`config.mk`:
```
export PLATFORM = sky130hd
export DESIGN_NAME = vec_quad_map
export DESIGN_NICKNAME = d
export VERILOG_FILES = /design/src/rtl/vec_quad_map.sv
export SDC_FILE = /design/constraint.sdc
export NUM_CORES = 1
export LEC_CHECK = 0
export BUFFER_PORTS_ARGS = -buffer_cell sky130_fd_sc_hd__buf_2
export CORE_MARGIN = 2
export CORE_UTILIZATION = 46
export CTS_CLUSTER_SIZE = 28
export DETAILED_ROUTE_END_ITERATION = 10
export PLACE_DENSITY_LB_ADDON = 0.25
export SLEW_MARGIN = 20
export SYNTH_ARGS = -nofsm -noshare
export SYNTH_HDL_FRONTEND = slang
export SYNTH_SLANG_ARGS = --single-unit
```
`constraint.sdc`:
```
create_clock -name clk -period 4.5 [get_ports clk]
set_input_delay 1.35 -clock clk [delete_from_list [all_inputs] [get_ports clk]]
set_output_delay 1.35 -clock clk [all_outputs]
set_load 0.03 [all_outputs]
```
`src/rtl/vec_quad_map.sv`:
```
// Quadrant handler for a CORDIC vectoring core: folds input vectors into the
// right half-plane and restores the full-range angle on the core's output.
module vec_quad_map #(
    parameter int DATA_WIDTH    = 16,
    parameter int ANGLE_WIDTH   = 16,
    parameter int CORDIC_STAGES = 16,
    parameter int DEPTH         = 32
) (
    input  logic                     clk,
    input  logic                     reset,
    input  logic                     in_valid,
    output logic                     in_ready,
    input  logic [DATA_WIDTH-1:0]    x_in,
    input  logic [DATA_WIDTH-1:0]    y_in,
    output logic                     pre_valid,
    output logic [DATA_WIDTH-1:0]    pre_x,
    output logic [DATA_WIDTH-1:0]    pre_y,
    input  logic                     core_valid,
    input  logic [DATA_WIDTH-1:0]    core_mag,
    input  logic [ANGLE_WIDTH-1:0]   core_angle,
    input  logic [CORDIC_STAGES-1:0] core_micro_rot,
    output logic                     out_valid,
    output logic [DATA_WIDTH-1:0]    mag_out,
    output logic [ANGLE_WIDTH-1:0]   angle_out,
    output logic [CORDIC_STAGES-1:0] micro_rot_out,
    output logic [1:0]               quad_out,
    output logic                     ovf_err,
    output logic                     unf_err
);

    localparam int PW = $clog2(DEPTH);
    localparam int CW = PW + 1;
    localparam logic [DATA_WIDTH-1:0] MOST_NEG = {1'b1, {(DATA_WIDTH-1){1'b0}}};
    localparam logic [DATA_WIDTH-1:0] MOST_POS = {1'b0, {(DATA_WIDTH-1){1'b1}}};

    logic [1:0]    quad_mem [DEPTH];
    logic [PW-1:0] wr_ptr, rd_ptr;
    logic [CW-1:0] count;
    logic          fifo_full, fifo_empty;
    logic          acc, pop;
    logic [1:0]    in_q, popped_q;
    logic [ANGLE_WIDTH-1:0] corrected_angle;

    // Two's-complement negate; the most-negative value has no positive twin.
    function automatic logic [DATA_WIDTH-1:0] sat_neg(input logic [DATA_WIDTH-1:0] v);
        if (v == MOST_NEG)
            return MOST_POS;
        return -v;
    endfunction

    assign fifo_full  = (count == CW'(DEPTH));
    assign fifo_empty = (count == '0);
    assign in_ready   = ~fifo_full;
    assign acc        = in_valid & in_ready;
    assign pop        = core_valid & ~fifo_empty;
    assign in_q       = {y_in[DATA_WIDTH-1], x_in[DATA_WIDTH-1]};
    assign popped_q   = pop ? quad_mem[rd_ptr] : 2'b00;

    // Left-half-plane samples were rotated by pi on the way in; add it back.
    assign corrected_angle = popped_q[0]
        ? {~core_angle[ANGLE_WIDTH-1], core_angle[ANGLE_WIDTH-2:0]}
        : core_angle;

    // NOTE: the quad storage has no reset; pointers and count alone define
    // which entries are live, so clearing the array buys nothing.
    always_ff @(posedge clk) begin
        if (acc)
            quad_mem[wr_ptr] <= in_q;
    end

    // NOTE: every register below uses non-blocking assignment so all of them
    // update together from values sampled before the edge.
    always_ff @(posedge clk) begin
        if (reset) begin
            wr_ptr        <= '0;
            rd_ptr        <= '0;
            count         <= '0;
            pre_valid     <= 1'b0;
            pre_x         <= '0;
            pre_y         <= '0;
            out_valid     <= 1'b0;
            mag_out       <= '0;
            angle_out     <= '0;
            micro_rot_out <= '0;
            quad_out      <= 2'b00;
            ovf_err       <= 1'b0;
            unf_err       <= 1'b0;
        end else begin
            pre_valid <= acc;
            if (acc) begin
                wr_ptr <= wr_ptr + PW'(1);
                if (x_in[DATA_WIDTH-1]) begin
                    pre_x <= sat_neg(x_in);
                    pre_y <= sat_neg(y_in);
                end else begin
                    pre_x <= x_in;
                    pre_y <= y_in;
                end
            end

            if (pop)
                rd_ptr <= rd_ptr + PW'(1);

            case ({acc, pop})
                2'b10:   count <= count + CW'(1);
                2'b01:   count <= count - CW'(1);
                default: count <= count;
            endcase

            out_valid <= core_valid;
            if (core_valid) begin
                mag_out       <= core_mag;
                micro_rot_out <= core_micro_rot;
                angle_out     <= corrected_angle;
                quad_out      <= popped_q;
            end

            if (in_valid & fifo_full)
                ovf_err <= 1'b1;
            if (core_valid & fifo_empty)
                unf_err <= 1'b1;
        end
    end

endmodule

```
* After elaboration in Yosys (flattened, before gate mapping) *
Memory sizes are Yosys's and may differ from the RTL's. A register that Yosys moved wholly into a read port is not among the register bits.
Index checks and enable logic that the tools add are counted.

word-level totals
  register bits after elaboration = 102
  memory bits (writable) = 64
  input port bits = 84
  output and inout bits = 87
  memories kept = 1

cells by class
  add/sub/neg operators = 6
  equal/unequal tests = 5
  muxes and demuxes = 21
  bitwise operators = 7
  reduce and logical (&&, ||, !) cells = 2

memory list
  name      words  width  read ports  clocked after memory_dff  wr ports  RTL line  source
  quad_mem  32     2      1           1                         1         36        logic [1:0] quad_mem [DEPTH];

operator list
  operator                                                                number
  16-bit 2-to-1 mux                                                       7
  16-bit equality test (second input constant)                            2
  16-bit negator                                                          2
  6-bit case mux with 2 select lines                                      1
  5-bit by 1-bit adder with 5-bit output (second input constant)          2
  1-bit 2-to-1 mux                                                        10
  5-bit 2-to-1 mux                                                        2
  6-bit by 1-bit adder with 6-bit output (second input constant)          1
  6-bit equality test (second input constant)                             1
  6-bit logical NOT                                                       1
  6-bit by 1-bit subtractor with 6-bit output (second input constant)     1
  1-bit bitwise AND                                                       4
  1-bit inverter                                                          3
  2-bit by 1-bit equality test with 1-bit output (second input constant)  1
  2-bit equality test (second input constant)                             1
  2-bit 2-to-1 mux                                                        1
  2-bit nonzero test                                                      1

* Depth between registers and ports, before layout *
  depth in word-level cells = 7
  gate-level depth with buffers = 17
  gate-level depth less buffers = 13

* Worst setup path after synthesis *
No wires, ideal clock.

  path type = in2reg
  from = in in_valid
  to = reg count[4]
  setup time = 0.121 ns
  data arrival time = 3.747 ns
  data required time = 4.379 ns
  slack = 0.631 ns
  stages on the path = 14
  path buffers = 3
  cells stage by stage = a21boi_1 > inv_2 > buf_4 > ha_1 > clkbuf_1 > buf_2 > xor2_1 > ha_1 > nor3_1 > a21oi_1 > mux2_2 > nor2_1 > nor4_2 > mux2_4

between the ends
  word-level cells in the longest chain between the ends = 3
  elaborated cells between the ends (all ways) = 5
  classes of those cells = 2 x eq/ne; 1 x mux; 1 x bitwise; 1 x reduce/logical

ends and longest elaborated chain
  what                                                                                   RTL line  source
  start, declared                                                                        11        input logic in_valid,
  1-bit bitwise AND (*)                                                                  54        assign acc = in_valid & in_ready;
  2-bit by 1-bit equality test with 1-bit output or 2-bit equality test (tied branches)  104       case ({acc, pop})
  6-bit case mux with 2 select lines or 2-bit nonzero test (tied branches)               -
  end signal, assigned                                                                   105       2'b10: count <= count + CW'(1);
  end signal, assigned                                                                   106       2'b01: count <= count - CW'(1);
  end signal, assigned                                                                   107       default: count <= count;
  end, declared                                                                          38        logic [CW-1:0] count;

Every way passes the cells marked *; elsewhere a longest branch is shown, timed or not.
A chain may end at the register's enable or synchronous reset.

* Worst setup path after layout *
  from = reg count[2]
  to = reg count[4]

between the ends
  word-level cells in the longest chain between the ends = 5
  elaborated cells between the ends (all ways) = 12
  classes of those cells = 2 x add/sub; 3 x eq/ne; 1 x mux; 4 x bitwise; 2 x reduce/logical

ends and longest elaborated chain
  what                                                                                   RTL line
  6-bit equality test or 6-bit logical NOT (tied branches)                               51, 52
  1-bit inverter, on equally long branches                                               53, 55
  1-bit bitwise AND, on equally long branches                                            54, 55
  2-bit by 1-bit equality test with 1-bit output or 2-bit equality test (tied branches)  104
  6-bit case mux with 2 select lines or 2-bit nonzero test (tied branches)               -

Parallel ways exist; a longest one is shown, timed or not.

==> results.py <==
metrics = {
    "pwr": {
        "p_int_mw": 2.84,
        "ir_drop_uv": 287,
        "p_total_mw": 4.12,
        "switchingPower_mw": 1.28,
        "p_clk_share_pct": 33.3,
        "leakage_nw": 3.69,
        "p_per_area_nw_per_um2": 462,
        "comb_power_share_pct": 22.1,
        "switching_share_pct": 31.1,
        "power.share.sequential_pct": 44.6,
    },
    "setup_path": {
        "crit_path_end_kind": "register",
        "crit_path_start_kind": "register",
        "crit_fanout": 16,
        "setup.worst_path.class": "reg -> reg",
        "required_ps": 4810,
        "crit_arrival_ps": 3860,
    },
    "yosys": {
        "post_synth_and_or_nand_nor_area_fraction_pct": 14.2,
        "yosys_warnings": 0,
        "synth_compound_area_share_pct": 7.94,
        "ys_seq_elements": 171,
        "ys_types": 60,
        "synth_top_family_by_area": "simple AND/OR/NAND/NOR gates",
        "seq_area_frac_synth_pct": 55.2,
        "synth_area_um2": 7360,
        "async_reset_ff_share_pct": 0,
        "synth_edf_count": 64,
        "syn_nets": 749,
        "syn_inst": 656,
        "synth_flop_cell": "dfxtp_1",
        "syn_avg_cell_area_um2": 11.2,
        "synth_fa_ha_area_share_pct": 1.53,
        "yosys.area_share.xor_xnor_pct": 4.52,
        "synthMuxAreaShare_pct": 13.4,
    },
    "final_layout": {
        "diodes": 0,
        "finalNonFillerCells": 1037,
        "nFillCells": 1380,
        "syn_to_final_growth_pct": 21.2,
        "final_nets": 901,
        "layout-drive-gt1-share_pct": 29.5,
    },
    "floorplanning": {
        "die-area_um2": 17000,
        "start_util_pct": 46.7,
        "fp.dieW_um": 131,
        "num_io_pins": 171,
        "rows": 46,
        "fp.dieH_um": 131,
        "design.core.area_um2": 15800,
    },
    "clock_tree": {
        "cts_hold_buf": 0,
        "clkLatencyLatePin_ps": 420,
        "postCtsResizedCells": 0,
        "path_clk_slew_ps": 70,
        "cts_sinks": 171,
        "ctsHtreeMaxLevel": 4,
        "tritoncts": "done",
        "cts_buffers": 17,
        "cts_buffer_depth": 2,
        "cts_setup_buffers": 0,
        "cts_root_buf": "clkbuf_16",
    },
    "global_route": {
        "antenna_found_initial": 0,
        "grt.total_usage_pct": 19.1,
        "grt_pass1_wl_mm": 25.4,
        "grt_max_degree": 85,
        "overflow": 0,
        "grt_pass1_vias": 5189,
    },
    "sta": {
        "holdWs_ps": 457,
        "tightestPinTransition_ps": 903,
        "hold_violations": 0,
        "setup_tns_ps": 0,
        "rsz0062_at_grt": "false",
        "max_slew_margin_pct": 39.7,
        "slew_viol_final": 0,
        "setup_violations": 0,
        "finClkSkew_ps": 9.62,
        "post-route-min-period_ps": 3550,
        "max_freq_mhz": 281,
        "finalCritPeriodShare_pct": 79.0,
    },
    "route": {
        "via_per_inst": 5.20,
        "wl_mm": 16.1,
        "first_iter_violations": 328,
        "wl_per_cell_um": 15.6,
        "drc_errors": 0,
        "first_pass_iters": 7,
        "vias": 5389,
        "drtAntennaViolNets": 0,
    },
    "place": {
        "io_buffers": 170,
        "gp_congestion": 0.829,
        "post-place-cells": 1005,
        "hpwl_mm": 11.1,
    },
    "flow_run": {
        "maxCapViolations": 0,
    },
    "status": {
        "status": "finished clean",
    },
    "hold_path": {
        "hold_class": "reg -> reg",
    },
}
cells by family after synthesis:
logic type / after synthesis
and+or+nand+nor: 232
buffers and inverters: 53
DFF: 171
muxes: 74
AOI/OAI and AO/OA: 79
adders and majority gates: 9
xor gates and xnor gates: 38
sequential cells by signal, indices dropped and copies added, names as in the netlist, named ones only:
register	flops
quad_mem	64
quad_out	2
unf_err	1
rd_ptr	5
ovf_err	1
wr_ptr	5
out_valid	1
pre_valid	1
count	6
pre_y	16
mag_out	16
pre_x	16
angle_out	16
micro_rot_out	16
area by class of cell:
class | instances | area, µm² | share of cell area, %
sequential | 171 | 4060 | 45.6
multi-input combinational | 432 | 3080 | 34.5
timing repair buffer | 177 | 906 | 10.2
clock buffer | 19 | 454 | 5.09
tap | 216 | 270 | 3.03
clock inverter | 13 | 110 | 1.23
inverter | 9 | 33.8 | 0.379
Yosys cell counts, types with 8 or more instances:
cell type / count / share of area (%)
edfxtp_1: 64 / 26
mux2i_1: 52 / 7.1
xor2_1: 32 / 3.8
clkbuf_1: 27 / 1.4
ha_1: 9 / 1.5
a211oi_1: 29 / 3.0
nor2_1: 146 / 7.4
dfxtp_1: 107 / 29
a21oi_1: 10 / 0.68
mux4_2: 19 / 5.8
nand2_1: 29 / 1.5
nor3_1: 9 / 0.61
inv_1: 8 / 0.41
o31ai_1: 8 / 0.82
power groups by stage:
stage	Combinational, mW	Clock [mW]	Sequential [mW]
after global placement	0.886	0	1.87
after floorplan	0.600	0	1.94
final	0.909	1.37	1.84
after global routing	0.987	1.47	1.86
after detailed placement	0.906	0	1.87
after CTS	0.912	1.41	1.84
worst max-delay path, stage by stage (launching register included):
cell     delay (ps)
dfxtp_1         430
or4_4           600
o31a_1          250
buf_4           190
ha_1            190
buf_4           190
xor2_1          150
ha_1            240
nor3_1          170
a21oi_1         100
mux2_2          250
nor2_1           40
nor4_2          300
mux2_4          320
layout by cell type (no fill, tap or decap), types with 9 or more instances in the layout:
cell | synthesis | routed
a211oi_1 | 29 | 29
mux4_2 | 19 | 19
buf_2 | 5 | 169
mux2i_1 | 52 | 52
ha_1 | 9 | 9
nand2_1 | 29 | 29
nor2_1 | 146 | 146
edfxtp_1 | 64 | 64
clkbuf_16 | 0 | 18
xor2_1 | 32 | 32
a21oi_1 | 10 | 10
dfxtp_1 | 107 | 107
nor3_1 | 9 | 9
through the flow:
| step | setup WS (ps) | area (µm²) | util, % |
|---|---|---|---|
| 5_1_grt | 842 | 8920 | 56.6 |
| 2_1_floorplan | 631 | 7360 | - |
| 4_1_cts | 955 | 8920 | 56.6 |
| 3_3_place_gp | 771 | 8350 | 52.9 |
| 6_report | 947 | 8920 | 56.6 |
| 3_5_place_dp | 663 | 8360 | 53.0 |
per-layer routing:
layer | track usage, % | vias to the layer above | wire length (µm)
li1 | - | 2658 | -
met1 | 24.2 | 2542 | 7000
met2 | 31.5 | 178 | 7860
met3 | 6.51 | 11 | 1140
met4 | 5.26 | 0 | 125
met5 | 0 | - | 0
worst paths after layout:
| check | start | to | slack [ps] | depth (start not counted) |
|---|---|---|---|---|
| worst max-delay path | count[2] | count[4] | 950 | 13 |
| worst min-delay path | pre_x[12] | pre_x[12] | 460 | 2 |
| worst max register to register | count[2] | count[4] | 950 | 13 |
| worst min register to register | pre_x[12] | pre_x[12] | 460 | 2 |
Power figures use the tool's default switching activity.
